--- config.mk ---
export PLATFORM = sky130hd
export DESIGN_NAME = hazard_stall_ctrl
export DESIGN_NICKNAME = d
export VERILOG_FILES = /design/src/rtl/cpu_pkg.sv /design/src/rtl/sat_counter.sv /design/src/rtl/hazard_stall_ctrl.sv
export SDC_FILE = /design/constraint.sdc
export NUM_CORES = 1
export LEC_CHECK = 0
export BUFFER_PORTS_ARGS = -buffer_cell sky130_fd_sc_hd__buf_2
export CELL_PAD_IN_SITES_DETAIL_PLACEMENT = 0
export CELL_PAD_IN_SITES_GLOBAL_PLACEMENT = 1
export CORE_MARGIN = 4
export CORE_UTILIZATION = 33
export DETAILED_ROUTE_END_ITERATION = 8
export PLACE_DENSITY = 0.86
export SLEW_MARGIN = 30
export SYNTH_ARGS = -nofsm -noshare
export SYNTH_HDL_FRONTEND = slang
export SYNTH_SLANG_ARGS = --single-unit
--- constraint.sdc ---
create_clock -name clk -period 2 [get_ports clk]
set_input_delay 0.1 -clock clk [delete_from_list [all_inputs] [get_ports clk]]
set_output_delay 0.1 -clock clk [all_outputs]
set_load 0.01 [all_outputs]
--- src/rtl/cpu_pkg.sv ---
// Shared definitions for the 16-bit 5-stage CPU pipeline control blocks:
// FSM state encoding, default widths and multi-cycle counter helpers.
package cpu_pkg;

    typedef enum logic {
        ST_RUN     = 1'b0,
        ST_MC_BUSY = 1'b1
    } state_t;

    localparam int REG_AW_DEFAULT = 4;
    localparam int SIGNAL_FLUSH_W = 10;
    localparam int MC_CNT_W       = 4;

    // The start cycle and the release cycle are both outside MC_BUSY's countdown,
    // so the counter is loaded with L-2 and the release happens at zero.
    function automatic logic [MC_CNT_W-1:0] mc_reload(input int latency);
        if (latency > 1) begin
            return MC_CNT_W'(latency - 2);
        end
        return '0;
    endfunction

endpackage

--- src/rtl/sat_counter.sv ---
// Saturating up-counter with synchronous clear (clear wins over increment);
// used for the pipeline stall-cycle performance counter.
module sat_counter #(
    parameter int CNT_W = 16
) (
    input  logic             clk,
    input  logic             reset_n,
    input  logic             clr,
    input  logic             inc,
    output logic [CNT_W-1:0] count
);

    always_ff @(posedge clk or negedge reset_n) begin
        if (!reset_n) begin
            count <= '0;
        end else if (clr) begin
            count <= '0;
        end else if (inc && (count != {CNT_W{1'b1}})) begin
            count <= count + CNT_W'(1);
        end
    end

endmodule

--- src/rtl/hazard_stall_ctrl.sv ---
// Pipeline sequencing controller: load-use stalls, ID-resolved branch squash,
// multi-cycle EX holds and a saturating stall-cycle counter.
module hazard_stall_ctrl
    import cpu_pkg::*;
#(
    parameter int REG_AW     = REG_AW_DEFAULT,
    parameter int MC_LATENCY = 4,
    parameter int CNT_W      = 16
) (
    input  logic              clk,
    input  logic              reset_n,
    input  logic [REG_AW-1:0] id_rs1,
    input  logic [REG_AW-1:0] id_rs2,
    input  logic              id_use_rs1,
    input  logic              id_use_rs2,
    input  logic              id_branch_taken,
    input  logic              ex_mem_read,
    input  logic              ex_reg_write,
    input  logic [REG_AW-1:0] ex_rd,
    input  logic              ex_mc_start,
    input  logic              perf_clr,
    output logic              pc_write,
    output logic              ifid_write,
    output logic              ifid_flush,
    output logic              idex_write,
    output logic              idex_bubble,
    output logic              exm_bubble,
    output logic              mc_busy,
    output logic              mc_done,
    output logic [CNT_W-1:0]  stall_cycles
);

    localparam logic [MC_CNT_W-1:0] MC_RELOAD = mc_reload(MC_LATENCY);
    localparam bit                  MC_HOLDS  = (MC_LATENCY > 1);

    state_t              state;
    logic [MC_CNT_W-1:0] mc_cnt;
    logic                load_use;

    assign load_use = ex_mem_read & ex_reg_write &
                      ((id_use_rs1 & (id_rs1 == ex_rd)) |
                       (id_use_rs2 & (id_rs2 == ex_rd)));

    always_ff @(posedge clk or negedge reset_n) begin
        if (!reset_n) begin
            state  <= ST_RUN;
            mc_cnt <= '0;
        end else begin
            case (state)
                ST_RUN: begin
                    if (ex_mc_start && MC_HOLDS) begin
                        state  <= ST_MC_BUSY;
                        mc_cnt <= MC_RELOAD;
                    end
                end
                ST_MC_BUSY: begin
                    if (mc_cnt != '0) begin
                        mc_cnt <= mc_cnt - MC_CNT_W'(1);
                    end else begin
                        state <= ST_RUN;
                    end
                end
                default: begin
                    state  <= ST_RUN;
                    mc_cnt <= '0;
                end
            endcase
        end
    end

    // Reset drives the pipeline into a fully bubbled, frozen-PC condition.
    // A multi-cycle op outranks load-use since EX cannot hold both kinds of instruction.
    always_comb begin
        pc_write    = 1'b1;
        ifid_write  = 1'b1;
        ifid_flush  = 1'b0;
        idex_write  = 1'b1;
        idex_bubble = 1'b0;
        exm_bubble  = 1'b0;
        mc_busy     = 1'b0;
        mc_done     = 1'b0;
        if (!reset_n) begin
            pc_write    = 1'b0;
            ifid_write  = 1'b0;
            ifid_flush  = 1'b1;
            idex_bubble = 1'b1;
            exm_bubble  = 1'b1;
        end else begin
            case (state)
                ST_RUN: begin
                    if (ex_mc_start) begin
                        mc_busy = 1'b1;
                        if (MC_HOLDS) begin
                            pc_write   = 1'b0;
                            ifid_write = 1'b0;
                            idex_write = 1'b0;
                            exm_bubble = 1'b1;
                        end else begin
                            mc_done    = 1'b1;
                            ifid_flush = id_branch_taken;
                        end
                    end else if (load_use) begin
                        pc_write    = 1'b0;
                        ifid_write  = 1'b0;
                        idex_bubble = 1'b1;
                    end else if (id_branch_taken) begin
                        ifid_flush = 1'b1;
                    end
                end
                ST_MC_BUSY: begin
                    mc_busy = 1'b1;
                    if (mc_cnt != '0) begin
                        pc_write   = 1'b0;
                        ifid_write = 1'b0;
                        idex_write = 1'b0;
                        exm_bubble = 1'b1;
                    end else begin
                        mc_done    = 1'b1;
                        ifid_flush = id_branch_taken;
                    end
                end
                default: begin
                    pc_write   = 1'b0;
                    ifid_write = 1'b0;
                end
            endcase
        end
    end

    sat_counter #(
        .CNT_W(CNT_W)
    ) u_stall_cnt (
        .clk    (clk),
        .reset_n(reset_n),
        .clr    (perf_clr),
        .inc    (~pc_write),
        .count  (stall_cycles)
    );

endmodule
# After elaboration in Yosys (flattened, before gate mapping)
# Index checks and enable logic that the tools add are counted.
[word_totals]
ff_bits = 21
output_inout_bits = 24
[op_classes]
n_reduce_logical = 4
bitwise = 7
n_eq_ne = 5
mux = 31
n_addsub = 2
[ops]
columns = ["cell", "n"]
rows = [
  ["$mux W16", 2],
  ["$mux W1", 20],
  ["$add A16 B1 Y16 const B", 1],
  ["$ne A16 B16 Y1 const B", 1],
  ["$pmux W1 S2", 6],
  ["$eq A4 B4 Y1", 2],
  ["$mux W4", 2],
  ["$pmux W4 S2", 1],
  ["$and A1 B1 Y1", 4],
  ["$reduce_bool A4 Y1", 1],
  ["$sub A4 B1 Y4 const B", 1],
  ["$ne A2 B1 Y1 const B", 1],
  ["$ne A2 B2 Y1 const B", 1],
  ["$not A1 Y1", 2],
  ["$reduce_and A2 Y1", 1],
  ["$reduce_bool A2 Y1", 1],
  ["$logic_and A1 B1 Y1", 1],
  ["$or A1 B1 Y1", 1],
]

# Longest topological paths before layout
[logic_depth]
depth_word = 12
mapped_depth = 10

# Modules after synthesis
# Synthesis repeated with hierarchy kept, for this count alone.
[unflattened]
cells_unflattened = 149
area_unflattened_um2 = 1416.4
[modules_own_cells]
columns = ["module", "instances", "seq_area_each_um2", "cells_per_inst", "area_each_um2"]
rows = [
  ["sat_counter", 1, 400.4, 98, 942.2],
  ["hazard_stall_ctrl", 1, 125.1, 51, 474.2],
]

# Worst setup path after synthesis
# No wires, ideal clock.
[synth_timing]
path_kind = "flip-flop to flip-flop"
startpoint = "register mc_cnt[0]"
endpoint = "register u_stall_cnt.count[13]"
t_arrival_ns = 1.855
setup_slack_ns = 0.020
path_stages_with_launch = 10
period_less_slack_ns = 1.980
setup_time_ns = 0.125
path_buffers = 1
cell_sequence = "dfrtp_1 inv_1 ha_1 nand4bb_2 o21ai_2 nand2_1 a41oi_1 buf_2 nor4_1 mux2_2"
[synth_via]
elab_chain_cells = 7
[synth_lines]
columns = ["item", "line", "text"]
rows = [
  ["start: declaration", "hazard_stall_ctrl.sv:37", "logic [MC_CNT_W-1:0] mc_cnt;"],
  ["start signal: assignment", "hazard_stall_ctrl.sv:58", "mc_cnt <= mc_cnt - MC_CNT_W'(1);"],
  ["$reduce_bool A4 Y1", "hazard_stall_ctrl.sv:112", "if (mc_cnt != '0) begin"],
  ["$mux W1", "hazard_stall_ctrl.sv:112", ""],
  ["$pmux W1 S2", "hazard_stall_ctrl.sv:89", "case (state)"],
  ["$mux W1", "hazard_stall_ctrl.sv:82", "if (!reset_n) begin"],
  ["$not A1 Y1", "hazard_stall_ctrl.sv:136", ".inc (~pc_write),"],
  ["$logic_and A1 B1 Y1", "sat_counter.sv:18", "end else if (inc && (count != {CNT_W{1'b1}})) begin"],
  ["$reduce_bool A2 Y1 (no line)", "-", ""],
  ["end signal: assignment", "sat_counter.sv:19", "count <= count + CNT_W'(1);"],
  ["end: declaration", "sat_counter.sv:10", "output logic [CNT_W-1:0] count"],
]
# No other way between the ends.
# A chain may end at the register's enable or synchronous reset.

# Worst setup path after layout
[layout_timing]
startpoint = "register u_stall_cnt.count[0]"
endpoint = "register u_stall_cnt.count[12]"
[layout_via]
elab_chain_cells = 3
word_cells_on_any_way = 6
classes_between = "1 x add/sub; 1 x eq/ne; 2 x mux; 2 x reduce/logical"
[layout_lines]
columns = ["item", "line"]
rows = [
  ["$add A16 B1 Y16 / $ne A16 B16 Y1 (equally long branches)", "sat_counter.sv:19, sat_counter.sv:18"],
  ["$mux W16 / $logic_and A1 B1 Y1 (equally long branches)", "sat_counter.sv:18"],
  ["$mux W16 / $reduce_bool A2 Y1 (equally long branches)", "-"],
]
# Several ways; a longest one is shown, not always the timed one. The select of a mux whose other input is x is not followed.

==> key figures <==
Routing
  • Final antenna-violating net count: 0
  • M1 WL: around 1600 µm
  • Via count: ~1400
  • Post-DR vias/cell: 5.24
  • Drt first pass iters: 4
  • Remaining routing DRC violations: 0
  • Met2 wire length: roughly 1800 µm
  • Routed WL per cell: roughly 14 µm
  • Routed WL: 3640 µm
  • Highest Signal Layer: met4
  • DR iter-0 viols: slightly below 100
  • Routed met3 length: between 150 and 200 µm

Timing
  • Final min period: 1910 ps
  • Setup Skew: around 3.3 ps
  • Slew Viols, Final: 0
  • Slew HR: about three quarters
  • Hold Slack: between 60 and 70 ps
  • Least-Margin Pin Slew: about 370 ps
  • Crit share post-route: 95.6%
  • Final Hold Vio Count: 0
  • Setup TNS: 0 ps
  • Setup Viol. Count Final: 0
  • Final setup margin: 87.1 ps
  • F_max: 0.523 GHz

Synthesis
  • Share of the synthesized area in the top cell type: between 30% and 40%
  • Post-synth EDFFs: 0
  • Synthesis warning total: 0
  • Synth Cell Area: about 0.0014 mm²
  • Syn_nets: between 150 and 200
  • Ranking of synthesized cells by area: dfrtp_1, xnor2_1, or3_1, nand2_1, a21oi_1
  • Netlist cell types: 36
  • Seq/Total Area, Yosys: 38.9%
  • Post-synthesis cell count: about 160
  • Ys flop type: dfrtp_1
  • Register bit total from synthesis: 21
  • Top-count cell post-synth: dfrtp_1
  • Async SR Flop Fraction: between 90% and 100%
  • Syn Area/Cell: approximately 8.6 µm²
  • Top post-synthesis cells by count: dfrtp_1, nand2_1, a21oi_1, or3_1, o21ai_0
  • Synth area leader: dfrtp_1

Clock network
  • Sink Count: 21
  • Worst skew pair latency: between 200 and 300 ps
  • CTS tree: yes
  • Num CTS Buffers: 3
  • CTS clk-pin slew, worst paths: 70 ps
  • Clk buf depth: 2
  • Clock root buffer: clkbuf_8
  • H-tree lvl count: 1

Layout
  • Share of cells above drive strength 1: ~36%
  • Nets: between 200 and 250
  • Layout area overhead: 34.3%
  • Layout Cells excl Fill: roughly 260
  • Post-route cell area: 0.00181 mm²
  • # diodes: 0

Flow run
  • Maxcap violations: 0

Placement
  • HPWL after DPL: 2760 µm
  • GPL Wtd Cong: slightly below 0.8
  • Dpl cell area: about 0.0017 mm²
  • Dpl ws: about 22 ps
  • Port Buffers: 44
  • Placed Instances: roughly 250

Pwr
  • PD cells: 827 mW/mm²
  • Leakage: 0.840 nW
  • Peak VDD IR: 336 µV

Floorplanning
  • Die Width: 72.0 µm
  • Die Y: approximately 72 µm
  • Core area: 0.00380 mm²
  • Initial Util: 35.5%
  • Row count: 22
  • Die area: 0.00518 mm²
  • I/O pin cnt: 45

Setup path
  • Crit Path Category: flop to flop
  • Crit-path max FO: 6
  • Worst setup EP type: flop
  • Crit path DAT: between 2000 and 2500 ps
  • R2R Setup Slk: between 80 and 90 ps
  • Worst Setup SP: u_stall_cnt.count[0]
  • Crit start category: flop
  • Worst Path Required: 2190 ps
  • Reg2reg start: u_stall_cnt.count[0]

Global route
  • Global-route wire length before repair: about 5900 µm
  • Total grt overflow: 0
  • Total global-route track usage: 14.2%
  • Initial antenna violation count: 0
  • Largest net degree at the start of global routing: 24
  • Vias in the first global route: between 1000 and 1500

Worst hold path
  • Worst hold start: ex_mc_start
  • HP Class: input pin to flop

Run status
  • Outcome: complete, no violations
==> power by group <==
part	switching (mW)	total [mW]	internal [mW]
clock	0.138	0.276	0.139
combinational	0.329	0.659	0.331
sequential	0.0777	0.563	0.486
==> worst max-delay path: stages, from the launching register on <==
cell and delay [ps]:
dfrtp_1 440, ha_1 320, nand2_1 160, or4_1 450, or3_1 320, a21oi_1 150
==> state kept, by name, indices dropped and copies added (netlist names) <==
signal,flops
mc_cnt,4
u_stall_cnt.count,16
state,1
==> logic make-up after synthesis <==
logic type	share of synthesized area [%]
fa+ha+maj	1.85
simple gates	30.0
mux	2.41
buf+inv	5.10
flops	38.9
xor+xnor	5.84
compound gates	15.8
==> cells in the final DEF, fill, tap and decap left out, types with 3 or more instances in the layout <==
cell and instances:
dfrtp_1 21, o21ai_0 11, inv_1 6, nand3_1 7
buf_4 14, buf_2 44, xnor2_1 9, nor2b_1 4
clkbuf_8 3, nor2_1 9, a21oi_1 10, nor3_1 3
or3_1 12, and3_1 4, nand2_1 17, nand4_1 5
==> per-layer routing <==
layer | GRT usage, % | vias up
li1 | - | 679
met1 | 18.1 | 654
met2 | 23.9 | 28
met3 | 3.60 | 6
met4 | 3.76 | 0
met5 | 0 | -
==> cell type report <==
cell class	instances	area, µm²
Clock buffer	3	41.3
Clock inverter	1	5.00
Tap cell	48	60.1
Timing Repair Buffer	61	358
Sequential cell	21	526
Multi-Input combinational cell	121	801
Fill cell	396	1990
Inverter	6	22.5
==> worst paths after layout <==
check                                             end  cells past startpoint
worst max register to register  u_stall_cnt.count[12]                      5
worst min register to register              mc_cnt[2]                      2
worst min-delay path                        mc_cnt[0]                      2
worst max-delay path            u_stall_cnt.count[12]                      5
max in group asynchronous                       state                      3
min in group asynchronous        u_stall_cnt.count[7]                      3
==> stage by stage <==
step | total power, mW | util, %
2_1_floorplan | 0.917 | -
3_3_place_gp | 1.13 | 44.7
3_5_place_dp | 1.15 | 44.7
4_1_cts | 1.44 | 46.5
5_1_grt | 1.62 | 47.7
6_report | 1.50 | 47.7
==> repair_timing <==
| action | in CTS | in global routing |
|---|---|---|
| hold endpoints to repair | 21 | 0 |
| hold buffers | 1 | 0 |
| pin swaps | 0 | 2 |
| gates resized for setup | 1 | 7 |
| setup buffers | 1 | 1 |
| endpoints found under the setup margin | 2 | 16 |
Note: power is estimated with default switching activity, not from simulation.
